==> config.mk <==
export PLATFORM = sky130hd
export DESIGN_NAME = dataout_uart
export DESIGN_NICKNAME = d
export VERILOG_FILES = /design/src/rtl/dataout_uart_pkg.sv /design/src/rtl/sync_fifo.sv /design/src/rtl/dataout_uart.sv
export SDC_FILE = /design/constraint.sdc
export NUM_CORES = 1
export LEC_CHECK = 0
export ABC_AREA = 0
export BUFFER_PORTS_ARGS = -buffer_cell sky130_fd_sc_hd__buf_2
export CAP_MARGIN = 20
export CORE_ASPECT_RATIO = 1.4
export CORE_UTILIZATION = 55
export DETAILED_ROUTE_END_ITERATION = 10
export PLACE_DENSITY_LB_ADDON = 0.12
export RECOVER_POWER = 50
export SLEW_MARGIN = 20
export SYNTH_ARGS = -nofsm -noshare
export SYNTH_HDL_FRONTEND = slang
export SYNTH_SLANG_ARGS = --single-unit
export TNS_END_PERCENT = 20
==> constraint.sdc <==
create_clock -name clk_i -period 2.4 [get_ports clk_i]
set_clock_uncertainty 0.1 [all_clocks]
set_input_delay 0.24 -clock clk_i [delete_from_list [all_inputs] [get_ports clk_i]]
set_output_delay 0.24 -clock clk_i [all_outputs]
set_load 0.005 [all_outputs]
==> src/rtl/dataout_uart_pkg.sv <==
// Shared types and constants for the dataout_uart serial output stage.
// DATAOUT_UART_PARITY_EN selects 8E1 framing instead of 8N1.
package dataout_uart_pkg;
  typedef enum logic [2:0] {IDLE, START, DATA, PARITY, STOP} tx_state_t;

  localparam logic UART_IDLE_LEVEL = 1'b1;
  localparam int   UART_DATA_BITS  = 8;

  function automatic int frame_bits();
`ifdef DATAOUT_UART_PARITY_EN
    return 11;
`else
    return 10;
`endif
  endfunction
endpackage

==> src/rtl/sync_fifo.sv <==
// Single-clock circular FIFO; pointers carry an extra wrap bit so full and
// empty are distinct. A push while full is accepted only alongside a pop.
module sync_fifo #(
  parameter int WIDTH = 8,
  parameter int DEPTH = 4,
  localparam int AW   = $clog2(DEPTH)
) (
  input  logic             i_clk,
  input  logic             i_rst,
  input  logic             i_push,
  input  logic             i_pop,
  input  logic [WIDTH-1:0] i_data,
  output logic [WIDTH-1:0] o_data,
  output logic             o_full,
  output logic             o_empty,
  output logic [AW:0]      o_count
);
  logic [WIDTH-1:0] r_mem [DEPTH];
  logic [AW:0]      r_wptr, r_rptr;
  logic             w_do_push, w_do_pop;

  assign o_empty   = (r_wptr == r_rptr);
  assign o_full    = (r_wptr[AW] != r_rptr[AW]) && (r_wptr[AW-1:0] == r_rptr[AW-1:0]);
  assign o_count   = r_wptr - r_rptr;
  assign o_data    = r_mem[r_rptr[AW-1:0]];
  assign w_do_pop  = i_pop && !o_empty;
  assign w_do_push = i_push && (!o_full || w_do_pop);

  always_ff @(posedge i_clk) begin
    if (i_rst) begin
      r_wptr <= '0;
      r_rptr <= '0;
    end else begin
      if (w_do_push) r_wptr <= r_wptr + 1'b1;
      if (w_do_pop)  r_rptr <= r_rptr + 1'b1;
    end
  end

  always_ff @(posedge i_clk) begin
    if (w_do_push) r_mem[r_wptr[AW-1:0]] <= i_data;
  end
endmodule

==> src/rtl/dataout_uart.sv <==
// Captures every change of the core's output byte into a FIFO and shifts
// queued bytes out as UART frames. DATAOUT_UART_PARITY_EN adds an even parity bit.
module dataout_uart
  import dataout_uart_pkg::*;
#(
  parameter int CLKS_PER_BIT = 4,
  parameter int FIFO_DEPTH   = 4
) (
  input  logic                          clk_i,
  input  logic                          rst_i,
  input  logic [7:0]                    data_i,
  output logic                          tx_o,
  output logic                          busy_o,
  output logic [$clog2(FIFO_DEPTH):0]   fifoCount_o,
  output logic                          overflow_o
);
  localparam int BW = (CLKS_PER_BIT > 1) ? $clog2(CLKS_PER_BIT) : 1;

  tx_state_t   r_state;
  logic [7:0]  r_prev, r_shift;
  logic [BW-1:0] r_baud;
  logic [2:0]  r_bit;
  logic        r_tx, r_busy, r_ovf;
`ifdef DATAOUT_UART_PARITY_EN
  logic        r_parity;
`endif

  logic        w_push, w_pop, w_full, w_empty, w_last;
  logic [7:0]  w_fifo_data;

  assign w_push = (data_i != r_prev);
  assign w_last = (r_baud == BW'(CLKS_PER_BIT - 1));
  assign w_pop  = !w_empty && ((r_state == IDLE) || ((r_state == STOP) && w_last));

  sync_fifo #(.WIDTH(8), .DEPTH(FIFO_DEPTH)) u_fifo (
    .i_clk   (clk_i),
    .i_rst   (rst_i),
    .i_push  (w_push),
    .i_pop   (w_pop),
    .i_data  (data_i),
    .o_data  (w_fifo_data),
    .o_full  (w_full),
    .o_empty (w_empty),
    .o_count (fifoCount_o)
  );

  always_ff @(posedge clk_i) begin
    if (rst_i) begin
      r_state <= IDLE;
      r_prev  <= 8'h00;
      r_shift <= 8'h00;
      r_baud  <= '0;
      r_bit   <= '0;
      r_tx    <= UART_IDLE_LEVEL;
      r_busy  <= 1'b0;
      r_ovf   <= 1'b0;
`ifdef DATAOUT_UART_PARITY_EN
      r_parity <= 1'b0;
`endif
    end else begin
      r_prev <= data_i;
      if (w_push && w_full && !w_pop) r_ovf <= 1'b1;
      r_baud <= w_last ? '0 : r_baud + 1'b1;
      case (r_state)
        IDLE: begin
          r_baud <= '0;
          if (w_pop) begin
            r_shift <= w_fifo_data;
            r_bit   <= '0;
            r_state <= START;
            r_tx    <= 1'b0;
            r_busy  <= 1'b1;
`ifdef DATAOUT_UART_PARITY_EN
            r_parity <= ^w_fifo_data;
`endif
          end
        end
        START: if (w_last) begin
          r_state <= DATA;
          r_tx    <= r_shift[0];
        end
        DATA: if (w_last) begin
          if (r_bit == 3'(UART_DATA_BITS - 1)) begin
`ifdef DATAOUT_UART_PARITY_EN
            r_state <= PARITY;
            r_tx    <= r_parity;
`else
            r_state <= STOP;
            r_tx    <= UART_IDLE_LEVEL;
`endif
          end else begin
            r_shift <= r_shift >> 1;
            r_tx    <= r_shift[1];
            r_bit   <= r_bit + 1'b1;
          end
        end
`ifdef DATAOUT_UART_PARITY_EN
        PARITY: if (w_last) begin
          r_state <= STOP;
          r_tx    <= UART_IDLE_LEVEL;
        end
`endif
        STOP: if (w_last) begin
          // Chain straight into the next start bit when more bytes wait.
          if (w_pop) begin
            r_shift <= w_fifo_data;
            r_bit   <= '0;
            r_state <= START;
            r_tx    <= 1'b0;
`ifdef DATAOUT_UART_PARITY_EN
            r_parity <= ^w_fifo_data;
`endif
          end else begin
            r_state <= IDLE;
            r_tx    <= UART_IDLE_LEVEL;
            r_busy  <= 1'b0;
          end
        end
        default: begin
          r_state <= IDLE;
          r_tx    <= UART_IDLE_LEVEL;
          r_busy  <= 1'b0;
        end
      endcase
    end
  end

  assign tx_o       = r_tx;
  assign busy_o     = r_busy;
  assign overflow_o = r_ovf;
endmodule

# Word-level counts from Yosys, hierarchy flattened
# Memory sizes are Yosys's and may differ from the RTL's. A register that Yosys moved wholly into a read port is not among the register bits.
# Cells that the tools add are included.
# totals
regBits	33
ramBits	32
inputBits	10
output_inout_bits	6
wordCells	85
mem_count	1
# classes
add_sub_neg	5
n_eq_ne	16
muxes	32
bitwise_logic	1
reduce_logical	20
# memory_table
name	depth	word_bits	rd	rd_clocked_by_memory_dff	write_ports	line_no	rtl
u_fifo.r_mem	4	8	1	1	1	sync_fifo.sv:18	logic [WIDTH-1:0] r_mem [DEPTH];
# op_table
op	n
8-bit two-way mux	4
3-bit two-way mux	9
8-bit case mux with 3 select lines	1
1-bit two-way mux	12
2-bit != test (second input constant)	6
3-bit case mux with 4 select lines	1
4-bit AND reduction	3
3-bit by 1-bit adder with 3-bit output (second input constant)	3
3-bit case mux with 3 select lines	1
8-bit != test	1
1-bit logical AND	7
3-bit equality test (second input constant)	2
5-bit AND reduction	1
2-bit two-way mux	2
1-bit case mux with 4 select lines	1
3-bit by 1-bit equality test with 1-bit output (second input constant)	1
3-bit by 2-bit equality test with 1-bit output (second input constant)	1
3-bit equality test	1
1-bit zero test	3
3-bit zero test	1
1-bit case mux with 3 select lines	1
3-bit nonzero test	1
3-bit OR reduction	1
3-bit subtractor	1
8 further kinds	9

# Logic depth before layout (Yosys ltp)
# depth
ltp_word	9
depth_mapped	6
depth_no_buf	6

# Modules after synthesis
# From an unflattened synthesis, not the netlist that was laid out.
# hier_totals
cells_unflattened	239
hier_area_um2	3000.4
# modules_own_cells
mod	instances	cells_per_inst	area_each_um2	seq_area_each_um2
sync_fifo	1	97	1670.4	1121.1
dataout_uart	1	142	1330.0	540.5

# Least setup slack after synthesis
# OpenSTA, ideal clock, no wires.
# synth_path
path_kind	register to register
from	reg u_fifo.r_wptr[0]
to	reg u_fifo.r_wptr[2]
setup_time_ns	0.121
arrival_time_ns	1.841
t_required_ns	2.179
path_slack_ns	0.338
stages_incl_launch_ff	7
n_path_buf	0
period_less_slack_ns	2.062
cell_sequence	dfxtp_1 -> inv_1 -> ha_1 -> nand2_1 -> a211oi_4 -> a211oi_2 -> mux2_4
# synth_via
elab_chain_cells	6
word_cells_on_any_way	10
classes_between	1 x add/sub; 2 x eq/ne; 7 x reduce/logical
# synth_lines
element	line_no	rtl
start: declaration	sync_fifo.sv:19	logic [AW:0] r_wptr, r_rptr;
start signal: assignment	sync_fifo.sv:34	if (w_do_push) r_wptr <= r_wptr + 1'b1;
3-bit equality test	sync_fifo.sv:22	assign o_empty = (r_wptr == r_rptr);
1-bit zero test	sync_fifo.sv:26, dataout_uart.sv:33	
1-bit logical AND	dataout_uart.sv:33	assign w_pop = !w_empty && ((r_state == IDLE) || ((r_state == STOP) && w_last));
1-bit logical AND	sync_fifo.sv:26	assign w_do_pop = i_pop && !o_empty;
1-bit logical OR	sync_fifo.sv:27	assign w_do_push = i_push && (!o_full || w_do_pop);
1-bit logical AND	sync_fifo.sv:27	
# Parallel ways exist; a longest one is shown, timed or not.
# A chain may end at the register's enable or synchronous reset.

# Worst setup path in the final report
# layout_path
from	reg r_state[0]
to	reg r_state[1]
# layout_via
elab_chain_cells	6
word_cells_on_any_way	14
classes_between	8 x eq/ne; 1 x mux; 5 x reduce/logical
# layout_lines
element	line_no	rtl
start: declaration	dataout_uart.sv:19	tx_state_t r_state;
start signal: assignment	dataout_uart.sv:49	r_state <= IDLE;
start signal: assignment	dataout_uart.sv:70	r_state <= START;
start signal: assignment	dataout_uart.sv:79	r_state <= DATA;
3-bit equality test	dataout_uart.sv:33, dataout_uart.sv:64	
1-bit logical AND	dataout_uart.sv:33	
1-bit logical OR	dataout_uart.sv:33	
1-bit logical AND	dataout_uart.sv:33	
2-bit by 1-bit != test with 1-bit output (no line)	--	
5-bit AND reduction (no line)	--	
# Parallel ways exist; a longest one is shown, timed or not.

==> results by group <==
Run status
  • Status: finished, violations left
  • Failing checks: max-capacitance violations, max-slew violations

Drt
  • Average routed wire per standard cell: 16.90 um
  • Drt drc: 0
  • Initial DRC Count: 132
  • Vias: 1,915
  • DRT Wirelength: 5680 um
  • Drt via density: 5.699
  • TritonRoute pass-1 iters: 4
  • Final ANT Viol Nets: 0

Clock tree
  • Clk root buf: clkbuf_8
  • CTS max path bufs: 2
  • Cts bufs inserted: 9
  • Clock latency on the worst-skew pair: 0.34 ns
  • Worst-path clk slew: 0.08 ns
  • TritonCTS clock tree: yes
  • Num Clock Sinks: 67
  • H-tree Lvls: 3
  • Postcts setup bufs: 0

Synthesis
  • Syn Nets: 266
  • Async SR Flop Fraction: 0%
  • Post-synth top area share: 31.40%
  • Synth top area cells: edfxtp_1 (31%), dfxtp_1 (23%), mux4_2 (5.9%), ha_1 (4.1%), xor2_1 (2.9%)
  • Mapped cell area: 3060 um^2
  • Synth Area per Inst: 12.49 um^2
  • Mapped Cells: 245
  • Sequential share of the synthesized area: 54.29%
  • Yosys cell types: 51
  • Post-synth EDFFs: 32
  • Largest area contributor in the netlist: edfxtp_1
  • Yosys reg bits: 67
  • Top_reg_cell synth: dfxtp_1
  • Yosys warns: 0
  • Synth cell count leaders: dfxtp_1 (35), edfxtp_1 (32), nand2_1 (14), nor2_1 (13)
  • Count leader, synth: dfxtp_1

Worst setup path
  • WP buf/inv: 2
  • Crit path max fanout: 20
  • Crit Path Class: reg2reg
  • Critical Path AT: 2.32 ns
  • Crit Reg-Reg Startpoint: r_state[0]
  • CP delay by family, top: buffers and inverters
  • WP data required: 2.46 ns
  • Largest stage delay, worst path: 0.69 ns
  • Critical path's slowest cell: clkbuf_1
  • Worst Setup SP: r_state[0]
  • CP Launch Type: flop
  • Crit. End Element: flop
  • Worst path cell trace: clkbuf_1 > clkinv_1 > nand2_1 > o21ai_0 > nor3b_1

Timing
  • Fmax: 442.7 MHz
  • Period utilization: 94.12%
  • Final Hold Fails: 0
  • Min Tclk post-route: 2.259 ns
  • Final Setup Violations: 0
  • Transition time of the tightest slew-check pin: 1.690 ns
  • Relative slew slack: -12.65%
  • Max-slew violations: 39

Die
  • Chip width: 65.05 um
  • Vert. Die Dim: 90.26 um
  • Die footprint: 5871 um^2
  • Core Footprint: 5275 um^2
  • Rows: 31
  • IO Count: 16
  • Initial Util: 58.02%

Final layout
  • Layout area overhead: 11.12%
  • Finished Layout Cells: 336
  • Seq. cell area: 1662 um^2
  • Fill cell count: 432
  • Final nets: 286
  • Area taken by multi-input logic gates: 1306 um^2
  • Share of cells above drive strength 1: 19.26%
  • Inserted Diodes: 0
  • Final non-filler cell area: 3401 um^2

Placed design
  • PortBufs: 15
  • Post-DP Area: 3211 um^2
  • Placed cell count: 320
  • DP HPWL: 3937 um
  • Final GP Congestion: 0.8044

Global route
  • Largest net degree at the start of global routing: 39
  • Total GRT Usage: 21.87%
  • First-pass GRT wire length: 9556 um
  • Global route overflow: 0
  • Vias in the first global route: 1,941
  • Initial antenna violation count: 0

Worst hold path
  • Worst min path class: in2reg
  • Hold_sp: data_i[4]

Pwr
  • Power Density: 1037 nW/um^2
  • P_leak: 1.265 nW
  • Max rail drop VDD: 0.0006571 V

Run
  • Max-cap viol count: 1
layer usage:
| metal | routed length [um] | up-vias | part of all wire [%] | global-route usage, % |
|---|---|---|---|---|
| li1 | - | 953 | - | - |
| met4 | 72 | 0 | 1.3 | 8.152 |
| met3 | 133 | 7 | 2.3 | 4.924 |
| met2 | 3002 | 27 | 53 | 36.81 |
| met1 | 2471 | 928 | 44 | 27.02 |
| met5 | 0 | - | 0 | 0 |
worst register-to-register path, delay by kind of cell, from the launching register on:
family | cells | cell delay [ns]
compound gates | 1 | 0.08
flops | 1 | 0.34
simple gates | 2 | 0.33
buf+inv | 2 | 1.24
final cells by class:
cell class	instances	area share, %
Clock buffer	9	3.642
Clock inverter	7	2.355
Inverter	9	0.9934
Multi-Input combinational cell	156	38.41
Sequential cell	67	48.86
Tap cell	66	2.428
Timing Repair Buffer	22	3.311
cells by family (layout without fill, tap and decap cells):
family / count (synthesis) / after routing / synth area share (%)
AOI/OAI and AO/OA: 48 / 48 / 12.18
xor gates and xnor gates: 13 / 13 / 4.211
adders and majority gates: 11 / 11 / 4.742
DFF: 67 / 67 / 54.29
buffers and inverters: 22 / 47 / 3.066
muxes: 14 / 14 / 8.177
and+or+nand+nor: 70 / 70 / 13.33
cells in the final DEF, fill, tap and decap left out, types with 2 or more instances in the layout:
master | Yosys | layout
o211ai_1 | 3 | 3
o31ai_1 | 5 | 5
xor2_1 | 10 | 10
mux4_2 | 8 | 8
nand2b_1 | 5 | 5
clkinvlp_4 | 0 | 2
inv_6 | 0 | 4
o21ai_0 | 2 | 2
nor4_1 | 2 | 2
edfxtp_1 | 32 | 32
inv_1 | 8 | 8
mux2_4 | 2 | 2
ha_1 | 10 | 10
a221oi_1 | 3 | 3
nor2b_1 | 10 | 10
a31oi_1 | 8 | 8
nor3_2 | 2 | 2
a211oi_2 | 2 | 2
a311oi_1 | 6 | 6
and2_1 | 4 | 3
a21oi_1 | 7 | 7
a211oi_1 | 3 | 3
nor3_1 | 2 | 2
mux2i_1 | 4 | 4
clkbuf_1 | 9 | 10
nand3_1 | 9 | 9
buf_4 | 0 | 6
dfxtp_1 | 35 | 35
o2111ai_1 | 2 | 2
buf_2 | 3 | 6
nand2_1 | 14 | 14
clkbuf_8 | 0 | 9
nor2_1 | 13 | 13
state kept, by name (all words and copies together), names as in the netlist, named ones only:
register and cells:
overflow_o 1, r_bit 3, u_fifo.r_mem 32, r_baud 2, u_fifo.r_rptr 3, r_state 3, tx_o 1, busy_o 1
r_shift 8, u_fifo.r_wptr 3, r_prev 8
stage by stage:
stage          util, %  hold WS [ns]  setup slack [ns]   TNS, ns  total power [mW]
2_1_floorplan        -        0.2389            0.3375         0             2.328
6_report         64.47        0.1395            0.1411         0             3.526
5_1_grt          64.47        0.1363         -0.006462  -0.03729             3.742
3_5_place_dp     60.86        0.3267            0.1613         0             2.593
4_1_cts          64.73       0.04805            0.1293         0             3.557
3_3_place_gp     60.86        0.3154            0.2565         0             2.568
final timing paths:
kind                                            to  slack (ns)  depth (start not counted)
worst max-delay path                    r_state[1]        0.14                          5
worst min-delay path            u_fifo.r_mem[0][4]        0.14                          1
worst max register to register          r_state[1]        0.14                          5
worst min register to register           r_baud[0]        0.34                          1
repair_timing:
item                       in CTS  in global routing
hold endpoints to repair        0                  0
hold buffers                    0                  0
resized for setup               0                  1
setup endpoints to repair       0                  8
report_power, final:
| part | internal (mW) | switching, mW | leakage [nW] |
|---|---|---|---|
| Sequential | 1.40 | 0.151 | 0.589 |
| Clock | 0.494 | 0.470 | 0.0973 |
| Combinational | 0.464 | 0.543 | 0.579 |
| Total | 2.36 | 1.16 | 1.27 |
Note: power is estimated with default switching activity, not from simulation.
